[src/rtl/decode_if.sv]
// Signal bundle between fetch/writeback and the decode stage.
// The master side drives the fetch slot and writeback port; the decode stage is the slave.
interface decode_if;
  logic        pipe_flush;
  logic        if_id__ins_misalign;
  logic [31:0] if_id__pc;
  logic [31:0] if_id__ins;
  logic        if_id__predict_taken;
  logic        wb_id__rd_we;
  logic [4:0]  wb_id__rd_index;
  logic [31:0] wb_id__rd_data;
  logic        data_hazard;
  logic        id_ex__valid;
  logic [31:0] id_ex__pc;
  logic [31:0] id_ex__rs1_data;
  logic [31:0] id_ex__rs2_data;
  logic [31:0] id_ex__imm;
  logic [4:0]  id_ex__rd_index;
  logic        id_ex__rd_we;
  logic [4:0]  id_ex__opcode;
  logic [2:0]  id_ex__funct3;
  logic        id_ex__funct7b5;
  logic        id_ex__mem_read;
  logic        id_ex__mem_write;
  logic        id_ex__predict_taken;
  logic        id_ex__trap;
  logic [3:0]  id_ex__trap_cause;
  logic [31:0] hazard_count;

  modport master (
    output pipe_flush, if_id__ins_misalign, if_id__pc, if_id__ins, if_id__predict_taken,
           wb_id__rd_we, wb_id__rd_index, wb_id__rd_data,
    input  data_hazard, id_ex__valid, id_ex__pc, id_ex__rs1_data, id_ex__rs2_data,
           id_ex__imm, id_ex__rd_index, id_ex__rd_we, id_ex__opcode, id_ex__funct3,
           id_ex__funct7b5, id_ex__mem_read, id_ex__mem_write, id_ex__predict_taken,
           id_ex__trap, id_ex__trap_cause, hazard_count
  );

  modport slave (
    input  pipe_flush, if_id__ins_misalign, if_id__pc, if_id__ins, if_id__predict_taken,
           wb_id__rd_we, wb_id__rd_index, wb_id__rd_data,
    output data_hazard, id_ex__valid, id_ex__pc, id_ex__rs1_data, id_ex__rs2_data,
           id_ex__imm, id_ex__rd_index, id_ex__rd_we, id_ex__opcode, id_ex__funct3,
           id_ex__funct7b5, id_ex__mem_read, id_ex__mem_write, id_ex__predict_taken,
           id_ex__trap, id_ex__trap_cause, hazard_count
  );
endinterface

[src/rtl/decode.sv]
// RV32I decode stage: register file with write-before-read bypass, immediate
// generation, trap classification, load-use hazard detection and the id_ex register.
module decode (
  input  logic     clk,
  input  logic     rst,
  decode_if.slave  bus
);

  localparam logic [4:0] OP_LOAD   = 5'b00000;
  localparam logic [4:0] OP_MISC   = 5'b00011;
  localparam logic [4:0] OP_IMM    = 5'b00100;
  localparam logic [4:0] OP_AUIPC  = 5'b00101;
  localparam logic [4:0] OP_STORE  = 5'b01000;
  localparam logic [4:0] OP_OP     = 5'b01100;
  localparam logic [4:0] OP_LUI    = 5'b01101;
  localparam logic [4:0] OP_BRANCH = 5'b11000;
  localparam logic [4:0] OP_JALR   = 5'b11001;
  localparam logic [4:0] OP_JAL    = 5'b11011;
  localparam logic [4:0] OP_SYSTEM = 5'b11100;

  logic [31:0] ins;
  logic [4:0]  op, rs1, rs2, rd;
  logic        legal, rs1_used, rs2_used, writes_rd;
  logic [31:0] imm;
  logic        trap, rd_we_dec, mem_read_dec, mem_write_dec;
  logic [3:0]  cause_dec;
  logic [31:0] rs1_data, rs2_data;
  logic [31:0] regs [32];

  assign ins = bus.if_id__ins;
  assign op  = ins[6:2];
  assign rs1 = ins[19:15];
  assign rs2 = ins[24:20];
  assign rd  = ins[11:7];

  // Classify the opcode: legality, which operands it reads, whether it writes rd, and its immediate.
  always_comb begin
    legal     = 1'b0;
    rs1_used  = 1'b0;
    rs2_used  = 1'b0;
    writes_rd = 1'b0;
    imm       = 32'd0;
    case (op)
      OP_LUI, OP_AUIPC: begin
        legal = 1'b1; writes_rd = 1'b1;
        imm = {ins[31:12], 12'b0};
      end
      OP_JAL: begin
        legal = 1'b1; writes_rd = 1'b1;
        imm = {{12{ins[31]}}, ins[19:12], ins[20], ins[30:21], 1'b0};
      end
      OP_JALR, OP_LOAD, OP_IMM: begin
        legal = 1'b1; rs1_used = 1'b1; writes_rd = 1'b1;
        imm = {{20{ins[31]}}, ins[31:20]};
      end
      OP_BRANCH: begin
        legal = 1'b1; rs1_used = 1'b1; rs2_used = 1'b1;
        imm = {{20{ins[31]}}, ins[7], ins[30:25], ins[11:8], 1'b0};
      end
      OP_STORE: begin
        legal = 1'b1; rs1_used = 1'b1; rs2_used = 1'b1;
        imm = {{20{ins[31]}}, ins[31:25], ins[11:7]};
      end
      OP_OP: begin
        legal = 1'b1; rs1_used = 1'b1; rs2_used = 1'b1; writes_rd = 1'b1;
      end
      OP_MISC, OP_SYSTEM: begin
        legal = 1'b1;
        imm = {{20{ins[31]}}, ins[31:20]};
      end
      default: ;
    endcase
    if (ins[1:0] != 2'b11) legal = 1'b0;
  end

  // A trapping instruction must not write rd or touch memory; misalignment outranks illegal.
  assign trap          = bus.if_id__ins_misalign | ~legal;
  assign cause_dec     = bus.if_id__ins_misalign ? 4'd0 : (legal ? 4'd0 : 4'd2);
  assign rd_we_dec     = writes_rd & (rd != 5'd0) & ~trap;
  assign mem_read_dec  = (op == OP_LOAD) & ~trap;
  assign mem_write_dec = (op == OP_STORE) & ~trap;

  // Register file write port; contents deliberately survive reset.
  always_ff @(posedge clk) begin
    if (bus.wb_id__rd_we && bus.wb_id__rd_index != 5'd0)
      regs[bus.wb_id__rd_index] <= bus.wb_id__rd_data;
  end

  assign rs1_data = (rs1 == 5'd0) ? 32'd0 :
                    (bus.wb_id__rd_we && bus.wb_id__rd_index == rs1) ? bus.wb_id__rd_data : regs[rs1];
  assign rs2_data = (rs2 == 5'd0) ? 32'd0 :
                    (bus.wb_id__rd_we && bus.wb_id__rd_index == rs2) ? bus.wb_id__rd_data : regs[rs2];

  // Load-use stall: the load in id_ex cannot forward in time, so hold fetch for one cycle.
  assign bus.data_hazard = bus.id_ex__valid & bus.id_ex__mem_read & (bus.id_ex__rd_index != 5'd0) &
                           ~bus.pipe_flush &
                           ((rs1_used & (rs1 == bus.id_ex__rd_index)) |
                            (rs2_used & (rs2 == bus.id_ex__rd_index)));

  // Stall cycle counter, wraps naturally at 32 bits.
  always_ff @(posedge clk) begin
    if (rst)                  bus.hazard_count <= 32'd0;
    else if (bus.data_hazard) bus.hazard_count <= bus.hazard_count + 32'd1;
  end

  // id_ex control fields: reset and bubbles (flush or stall) clear everything that has side effects.
  always_ff @(posedge clk) begin
    if (rst || bus.pipe_flush || bus.data_hazard) begin
      bus.id_ex__valid         <= 1'b0;
      bus.id_ex__rd_we         <= 1'b0;
      bus.id_ex__mem_read      <= 1'b0;
      bus.id_ex__mem_write     <= 1'b0;
      bus.id_ex__trap          <= 1'b0;
      bus.id_ex__trap_cause    <= 4'd0;
      bus.id_ex__predict_taken <= 1'b0;
    end else begin
      bus.id_ex__valid         <= 1'b1;
      bus.id_ex__rd_we         <= rd_we_dec;
      bus.id_ex__mem_read      <= mem_read_dec;
      bus.id_ex__mem_write     <= mem_write_dec;
      bus.id_ex__trap          <= trap;
      bus.id_ex__trap_cause    <= cause_dec;
      bus.id_ex__predict_taken <= bus.if_id__predict_taken;
    end
  end

  // id_ex datapath fields load every cycle; consumers qualify them with id_ex__valid.
  always_ff @(posedge clk) begin
    bus.id_ex__pc       <= bus.if_id__pc;
    bus.id_ex__rs1_data <= rs1_data;
    bus.id_ex__rs2_data <= rs2_data;
    bus.id_ex__imm      <= imm;
    bus.id_ex__rd_index <= rd;
    bus.id_ex__opcode   <= op;
    bus.id_ex__funct3   <= ins[14:12];
    bus.id_ex__funct7b5 <= ins[30];
  end

endmodule

[src/flat_wrapper.sv]
// flat-port wrapper written by rule: the top's interface ports become plain ports
module decode_flat 
  (clk, rst, bus_pipe_flush, bus_if_id__ins_misalign, bus_if_id__pc, bus_if_id__ins, bus_if_id__predict_taken, bus_wb_id__rd_we, bus_wb_id__rd_index, bus_wb_id__rd_data, bus_data_hazard, bus_id_ex__valid, bus_id_ex__pc, bus_id_ex__rs1_data, bus_id_ex__rs2_data, bus_id_ex__imm, bus_id_ex__rd_index, bus_id_ex__rd_we, bus_id_ex__opcode, bus_id_ex__funct3, bus_id_ex__funct7b5, bus_id_ex__mem_read, bus_id_ex__mem_write, bus_id_ex__predict_taken, bus_id_ex__trap, bus_id_ex__trap_cause, bus_hazard_count);
  decode_if bus_i ();
  input  logic clk;
  input  logic rst;
  input wire logic [$bits(bus_i.pipe_flush)-1:0] bus_pipe_flush;
  input wire logic [$bits(bus_i.if_id__ins_misalign)-1:0] bus_if_id__ins_misalign;
  input wire logic [$bits(bus_i.if_id__pc)-1:0] bus_if_id__pc;
  input wire logic [$bits(bus_i.if_id__ins)-1:0] bus_if_id__ins;
  input wire logic [$bits(bus_i.if_id__predict_taken)-1:0] bus_if_id__predict_taken;
  input wire logic [$bits(bus_i.wb_id__rd_we)-1:0] bus_wb_id__rd_we;
  input wire logic [$bits(bus_i.wb_id__rd_index)-1:0] bus_wb_id__rd_index;
  input wire logic [$bits(bus_i.wb_id__rd_data)-1:0] bus_wb_id__rd_data;
  output wire logic [$bits(bus_i.data_hazard)-1:0] bus_data_hazard;
  output wire logic [$bits(bus_i.id_ex__valid)-1:0] bus_id_ex__valid;
  output wire logic [$bits(bus_i.id_ex__pc)-1:0] bus_id_ex__pc;
  output wire logic [$bits(bus_i.id_ex__rs1_data)-1:0] bus_id_ex__rs1_data;
  output wire logic [$bits(bus_i.id_ex__rs2_data)-1:0] bus_id_ex__rs2_data;
  output wire logic [$bits(bus_i.id_ex__imm)-1:0] bus_id_ex__imm;
  output wire logic [$bits(bus_i.id_ex__rd_index)-1:0] bus_id_ex__rd_index;
  output wire logic [$bits(bus_i.id_ex__rd_we)-1:0] bus_id_ex__rd_we;
  output wire logic [$bits(bus_i.id_ex__opcode)-1:0] bus_id_ex__opcode;
  output wire logic [$bits(bus_i.id_ex__funct3)-1:0] bus_id_ex__funct3;
  output wire logic [$bits(bus_i.id_ex__funct7b5)-1:0] bus_id_ex__funct7b5;
  output wire logic [$bits(bus_i.id_ex__mem_read)-1:0] bus_id_ex__mem_read;
  output wire logic [$bits(bus_i.id_ex__mem_write)-1:0] bus_id_ex__mem_write;
  output wire logic [$bits(bus_i.id_ex__predict_taken)-1:0] bus_id_ex__predict_taken;
  output wire logic [$bits(bus_i.id_ex__trap)-1:0] bus_id_ex__trap;
  output wire logic [$bits(bus_i.id_ex__trap_cause)-1:0] bus_id_ex__trap_cause;
  output wire logic [$bits(bus_i.hazard_count)-1:0] bus_hazard_count;
  assign bus_i.pipe_flush = bus_pipe_flush;
  assign bus_i.if_id__ins_misalign = bus_if_id__ins_misalign;
  assign bus_i.if_id__pc = bus_if_id__pc;
  assign bus_i.if_id__ins = bus_if_id__ins;
  assign bus_i.if_id__predict_taken = bus_if_id__predict_taken;
  assign bus_i.wb_id__rd_we = bus_wb_id__rd_we;
  assign bus_i.wb_id__rd_index = bus_wb_id__rd_index;
  assign bus_i.wb_id__rd_data = bus_wb_id__rd_data;
  assign bus_data_hazard = bus_i.data_hazard;
  assign bus_id_ex__valid = bus_i.id_ex__valid;
  assign bus_id_ex__pc = bus_i.id_ex__pc;
  assign bus_id_ex__rs1_data = bus_i.id_ex__rs1_data;
  assign bus_id_ex__rs2_data = bus_i.id_ex__rs2_data;
  assign bus_id_ex__imm = bus_i.id_ex__imm;
  assign bus_id_ex__rd_index = bus_i.id_ex__rd_index;
  assign bus_id_ex__rd_we = bus_i.id_ex__rd_we;
  assign bus_id_ex__opcode = bus_i.id_ex__opcode;
  assign bus_id_ex__funct3 = bus_i.id_ex__funct3;
  assign bus_id_ex__funct7b5 = bus_i.id_ex__funct7b5;
  assign bus_id_ex__mem_read = bus_i.id_ex__mem_read;
  assign bus_id_ex__mem_write = bus_i.id_ex__mem_write;
  assign bus_id_ex__predict_taken = bus_i.id_ex__predict_taken;
  assign bus_id_ex__trap = bus_i.id_ex__trap;
  assign bus_id_ex__trap_cause = bus_i.id_ex__trap_cause;
  assign bus_hazard_count = bus_i.hazard_count;
  decode u_core (.clk(clk), .rst(rst), .bus(bus_i));
endmodule
[config.mk]
export PLATFORM = sky130hd
export DESIGN_NAME = decode_flat
export DESIGN_NICKNAME = d
export VERILOG_FILES = /design/src/rtl/decode_if.sv /design/src/rtl/decode.sv /design/src/flat_wrapper.sv
export SDC_FILE = /design/constraint.sdc
export NUM_CORES = 1
export LEC_CHECK = 0
export CAP_MARGIN = 20
export CORE_AREA = 2 2 329 331
export CTS_CLUSTER_DIAMETER = 30
export DETAILED_ROUTE_END_ITERATION = 10
export DIE_AREA = 0 0 331 333
export HOLD_SLACK_MARGIN = 0.15
export PLACE_DENSITY = 0.7
export SLEW_MARGIN = 0
export SYNTH_ARGS = -nofsm -noshare
export SYNTH_HDL_FRONTEND = slang
export SYNTH_SLANG_ARGS = --single-unit
[constraint.sdc]
create_clock -name clk -period 2.6 [get_ports clk]
set_input_delay 0.39 -clock clk [delete_from_list [all_inputs] [get_ports clk]]
set_output_delay 0.39 -clock clk [all_outputs]
set_load 0.005 [all_outputs]
* Yosys cells after proc, flatten, opt, wreduce, memory -nomap -nowiden
Memory sizes are Yosys's and may differ from the RTL's. A register that Yosys moved wholly into a read port is not among the register bits.
Index checks and enable logic that the tools add are counted.
** Storage, ports and cells
- Bits of input ports :: 107
- Bits in writable memories :: 1024
- Memories :: 1
- Output and inout bits :: 185
- Flip-flop bits (word level) :: 120
** Cells by class
- Reductions and logical operators :: 16
- Equality and inequality tests :: 13
- Add/sub/neg operators :: 1
- Mux-type cells :: 10
- Bitwise gates (word level) :: 15
** Memories
- u_core.regs :: words 32, width 32, read ports 2, clocked after Yosys merged registers in 2, wr ports 1, line decode.sv:28 : logic [31:0] regs [32];
** Operators by type and width (number)
- $pmux 32 s5 :: 1
- $add 32x1->32 const B :: 1
- $eq 5x5->1 const B :: 4
- $eq 5x4->1 const B :: 3
- $logic_not 5->1 :: 3
- $reduce_bool 5->1 :: 3
- $reduce_or 11->1 :: 1
- $and 1x1->1 :: 10
- $eq 5x3->1 const B :: 2
- $eq 5x5->1 :: 2
- $mux 1 :: 8
- $reduce_or 7->1 :: 1
- $reduce_or 6->1 :: 1
- $eq 5x2->1 const B :: 1
- $reduce_or 5->1 :: 1
- $reduce_or 2->1 :: 2
- $not 1->1 :: 3
- $reduce_or 3->1 :: 1
- $logic_or 1x1->1 :: 2
- $mux 2 :: 1
- $ne 2x2->1 const B :: 1
- $or 1x1->1 :: 2
- $logic_and 1x1->1 :: 1

* Logic depth before layout (Yosys ltp)
Gate-level depths: netlist (run 1).
- Word-level depth :: 8
- Depth in mapped cells :: 11
- Mapped depth without buffers :: 7

* Least setup slack after synthesis (run 1)
Ideal clock, no wire load.
- Kind :: input to register
- Start :: input port bus_wb_id__rd_index[3]
- End :: memory u_core.regs[19][0] (enable)
- Arrival :: 2440 ps
- Stages :: 3
- Setup slack :: -261 ps
- Path buffers :: 1
- Required time :: 2179 ps
- Setup time :: 421 ps
- Cells stage by stage :: buf_2 or3b_2 nor2_1
** Between the ends
- Cells in the longest elaborated chain, start to end :: 4
** Ends and longest elaborated chain
- start, declared :: line flat_wrapper.sv:13 : input wire logic [$bits(bus_i.wb_id__rd_index)-1:0] bus_wb_id__rd_index;
- $reduce_bool 5->1 :: line decode.sv:85 : if (bus.wb_id__rd_we && bus.wb_id__rd_index != 5'd0)
- $logic_and 1x1->1 :: line decode.sv:85
- $mux 1 :: line decode.sv:85
- $mux 1 (implied by the code) :: line decode.sv:86 : regs[bus.wb_id__rd_index] <= bus.wb_id__rd_data;
- end, declared :: line decode.sv:28
Several ways; a longest one is shown, not always the timed one.

* Worst setup path in the final report (run 1)
- Start :: register u_core.bus.id_ex__rd_index[4] in the netlist's numbering
- End :: output port bus_data_hazard
** Between the ends
- Cells in the longest elaborated chain, start to end :: 4
** Ends and longest elaborated chain
- start, declared :: line decode_if.sv:43 : id_ex__imm, id_ex__rd_index, id_ex__rd_we, id_ex__opcode, id_ex__funct3,
- start signal, assigned :: line decode.sv:133 : bus.id_ex__rd_index <= rd;
- $eq 5x5->1, or another cell as far along :: line decode.sv:97 : ((rs1_used & (rs1 == bus.id_ex__rd_index)) |
- $and 1x1->1, on equally long branches :: line decode.sv:97, decode.sv:95, decode.sv:98
- $or 1x1->1 / $and 1x1->1 (equally long branches) :: line decode.sv:97, decode.sv:95
- $and 1x1->1 (*) :: line decode.sv:96 : ~bus.pipe_flush &
- end, declared :: line flat_wrapper.sv:15 : output wire logic [$bits(bus_i.data_hazard)-1:0] bus_data_hazard;
Every way passes the cells marked *; elsewhere a longest branch is shown, timed or not.

==> impl_metrics.tcl, run 1 <==
set metrics [dict create \
    gr-total-overflow 0 \
    outcome "finished, violations left" \
    worst_clock_skew_ns 0.0378 \
    io_pins 292 \
    setup_tns_ns -0.0393 \
    wirelength_mm 168 \
    synth_cell_types 69 \
    antenna_found_initial 1 \
    die_y_um 333 \
    r2r_cells 6 \
    dp_hpwl_mm 101 \
    stdcell_count 5136 \
    ys_async_sr_fraction_pct 0 \
    drive_gt1_share_pct 34.3 \
    root_buffer "clkbuf_16" \
    powerDensity_nw_per_um2 826 \
    synth.largest_area_cell "edfxtp_1" \
    cp_max_fo 4 \
    finalCritPeriodShare_pct 102 \
    fp.dieArea_um2 110000 \
    netSwitchingPower_mw 13.3 \
    netlist_top_cells_area "edfxtp_1 58%, mux4_2 21%, dfxtp_1 6.8%, mux2i_1 2.9%, a211oi_1 0.86%" \
    swShare_pct 23.1 \
    p_int_mw 44.1 \
    cp_data_required_time_ns 2.21 \
    drc 0 \
    dp.cells 4637 \
    die_w_um 331 \
    antenna_cells 0 \
    cts_num_sinks 1205 \
    start_util_pct 49.7 \
    start_kind "register" \
    synth_area_per_cell_um2 18.7 \
    place_congestion 0.904 \
    clk_pin_slew_worst_paths_ns 0.05 \
    share_comb_of_total_power_pct 7.4 \
    grt_pass1_wl_mm 241 \
    min_path_cells 2 \
    cts_buffer_depth 3 \
    syn_inst 2833 \
    ant_nets 0 \
    first_pass_iters 6 \
    grt_pass1_vias 35200 \
    first_iter_violations 4855 \
    design_area_um2 69500 \
    violations "setup timing" \
    final_nets 3629 \
    yosys_warnings 0 \
    finalWorstSetupSlack_ns -0.0393 \
    cts_inserted_buffers 233 \
    synth-edff-count 1024 \
    peakVddDrop_uv 684 \
    fmax_mhz 379 \
    worst_pin_slew_ns 1.01 \
    criticalPathCategory "register to primary output" \
    yosysMostFrequentCell "edfxtp_1" \
    relSlewSlack_pct 32.5 \
    synth_top_cell_area_share_pct 58.0 \
    rsz0062_at_grt "true" \
    vias 34200 \
    end_kind "primary output" \
    hold_ws_ns 0.224 \
    syn_area_um2 53000 \
    ys.flop_type "edfxtp_1" \
    setup_viol 1 \
    p_leak_nw 23.6 \
    synth.ff_latch_count 1205 \
    routedWlPerCell_um 32.8 \
    hp-class "input port to register" \
    drt-vias-per-instance 6.65 \
    fin_crit_ns 2.64 \
    ys_seq_area_share_pct 64.9 \
    placed_area_um2 60500 \
    grt_max_degree 60 \
    cts_tree "yes" \
    clockPowerShare_pct 54.7 \
    synth_common_cells "1024 x edfxtp_1, 501 x mux4_2, 181 x dfxtp_1" \
    rows 120 \
    clkLatencyLatePin_ns 0.81 \
    arrival_ns 2.25 \
    p_seq_share_pct 37.9 \
    grt_usage_pct 30.6 \
    core_um2 107000 \
    hold_viol_final 0 \
    drv_slew 0 \
    htreeDepth 4 \
    portBuffers 288 \
    cap_viol_max_count 0 \
    syn_to_final_growth_pct 31.2 \
]
power by group through the flow:
| stage | sequential, mW | clock [mW] | combinational [mW] |
|---|---|---|---|
| floorplan | 22.0 | 0 | 2.09 |
| global placement | 22.1 | 0 | 4.03 |
| detailed placement | 22.1 | 0 | 4.10 |
| CTS | 21.8 | 31.6 | 4.20 |
| global route | 21.8 | 32.6 | 4.44 |
| finish | 21.8 | 31.4 | 4.25 |
cell usage in the layout (no fill, tap or decap), drive strengths merged, types with 50 or more instances in the layout:
master / instances
clkbuf: 262
mux4: 501
nor2: 68
o21ai: 62
clkinv: 89
a21oi: 55
nand2: 108
o22ai: 64
dfxtp: 181
edfxtp: 1024
a211oi: 61
clkdlybuf4s50: 279
mux2i: 156
buf: 311
dlygate4sd3: 50
metal layers:
| layer | vias up | global-route usage [%] | share of wire (%) |
|---|---|---|---|
| met5 | - | 0 | 0 |
| met4 | 0 | 11.9 | 3.7 |
| met3 | 425 | 8.10 | 13 |
| met2 | 2611 | 47.9 | 47 |
| met1 | 17700 | 41.3 | 36 |
| li1 | 13400 | - | - |
registers in the layout, indices dropped and copies added (netlist names):
signal and cells:
u_core.bus.id_ex__funct3 3, u_core.bus.id_ex__funct7b5 1, u_core.bus.hazard_count 32, u_core.bus.id_ex__predict_taken 1, u_core.bus.id_ex__opcode 5, u_core.bus.id_ex__rd_index 5, u_core.bus.id_ex__rs2_data 32, u_core.regs 1024
u_core.bus.id_ex__rd_we 1, u_core.bus.id_ex__rs1_data 32, u_core.bus.id_ex__imm 32, u_core.bus.id_ex__valid 1, u_core.bus.id_ex__mem_write 1, u_core.bus.id_ex__mem_read 1, u_core.bus.id_ex__trap_cause 1, u_core.bus.id_ex__trap 1
u_core.bus.id_ex__pc 32
worst paths after layout:
check	end	from	slack, ns
hold reg to reg	u_core.bus.hazard_count[30]$_SDFFE_PP0P_	u_core.bus.hazard_count[30]$_SDFFE_PP0P_	0.50
setup reg to reg	u_core.bus.hazard_count[26]$_SDFFE_PP0P_	u_core.bus.hazard_count[3]$_SDFFE_PP0P_	0.25
hold / removal	u_core.bus.id_ex__opcode[1]$_DFF_P_	bus_if_id__ins[3]	0.22
setup / recovery	bus_data_hazard	u_core.bus.id_ex__rd_index[4]$_DFF_P_	-0.04
cells by family after synthesis:
group | synth area share (%)
DFF | 64.9
muxes | 24.3
AOI/OAI and AO/OA | 5.12
and+or+nand+nor | 3.02
buffers and inverters | 2.20
xor gates and xnor gates | 0.413
adders and majority gates | 0.0236
other | 0.00708
metrics by stage:
| stage | power [mW] | setup WS [ns] | util (%) |
|---|---|---|---|
| final | 57.4 | -0.0393 | 65.2 |
| after floorplan | 24.1 | -0.261 | - |
| after CTS | 57.6 | -0.0880 | 65.2 |
| after detailed placement | 26.2 | -0.178 | 56.8 |
| after global routing | 58.8 | -0.0880 | 65.2 |
| after global placement | 26.1 | -0.149 | 56.8 |
final cells by class:
class	count	area, um2
clock buffers	262	6060
clock inverters	185	2370
fillers	6973	37100
inverters	12	45.0
multi-input cells	1429	17900
flip-flops and latches	1205	34400
well taps	1403	1760
repair buffers	640	7010
worst max-delay path, cell delays in order (launching register included):
cell and delay, ns:
dfxtp_4 0.37, or4_4 0.56, nor2_4 0.15, nor3_4 0.07, o21ai_2 0.10, inv_2 0.08, buf_6 0.12
repair_timing:
action,4_1_cts,5_1_grt
resized for setup,18,1
endpoints found under the setup margin,1,1
endpoints found under the hold margin,54,0
pin swaps,4,3
setup buffers,1,1
hold buffers,50,0
(Power assumes the default switching activity.)
==> run 2: changes to the inputs <==
--- a/config.mk
+++ b/config.mk
@@ -5,6 +5,7 @@
 export SDC_FILE = /design/constraint.sdc
 export NUM_CORES = 1
 export LEC_CHECK = 0
+export ABC_AREA = 0
 export CAP_MARGIN = 20
 export CORE_AREA = 2 2 329 331
 export CTS_CLUSTER_DIAMETER = 30
==> results of run 2 <==
Same layout as run 1: the final DEF is identical, and so are final timing and power.
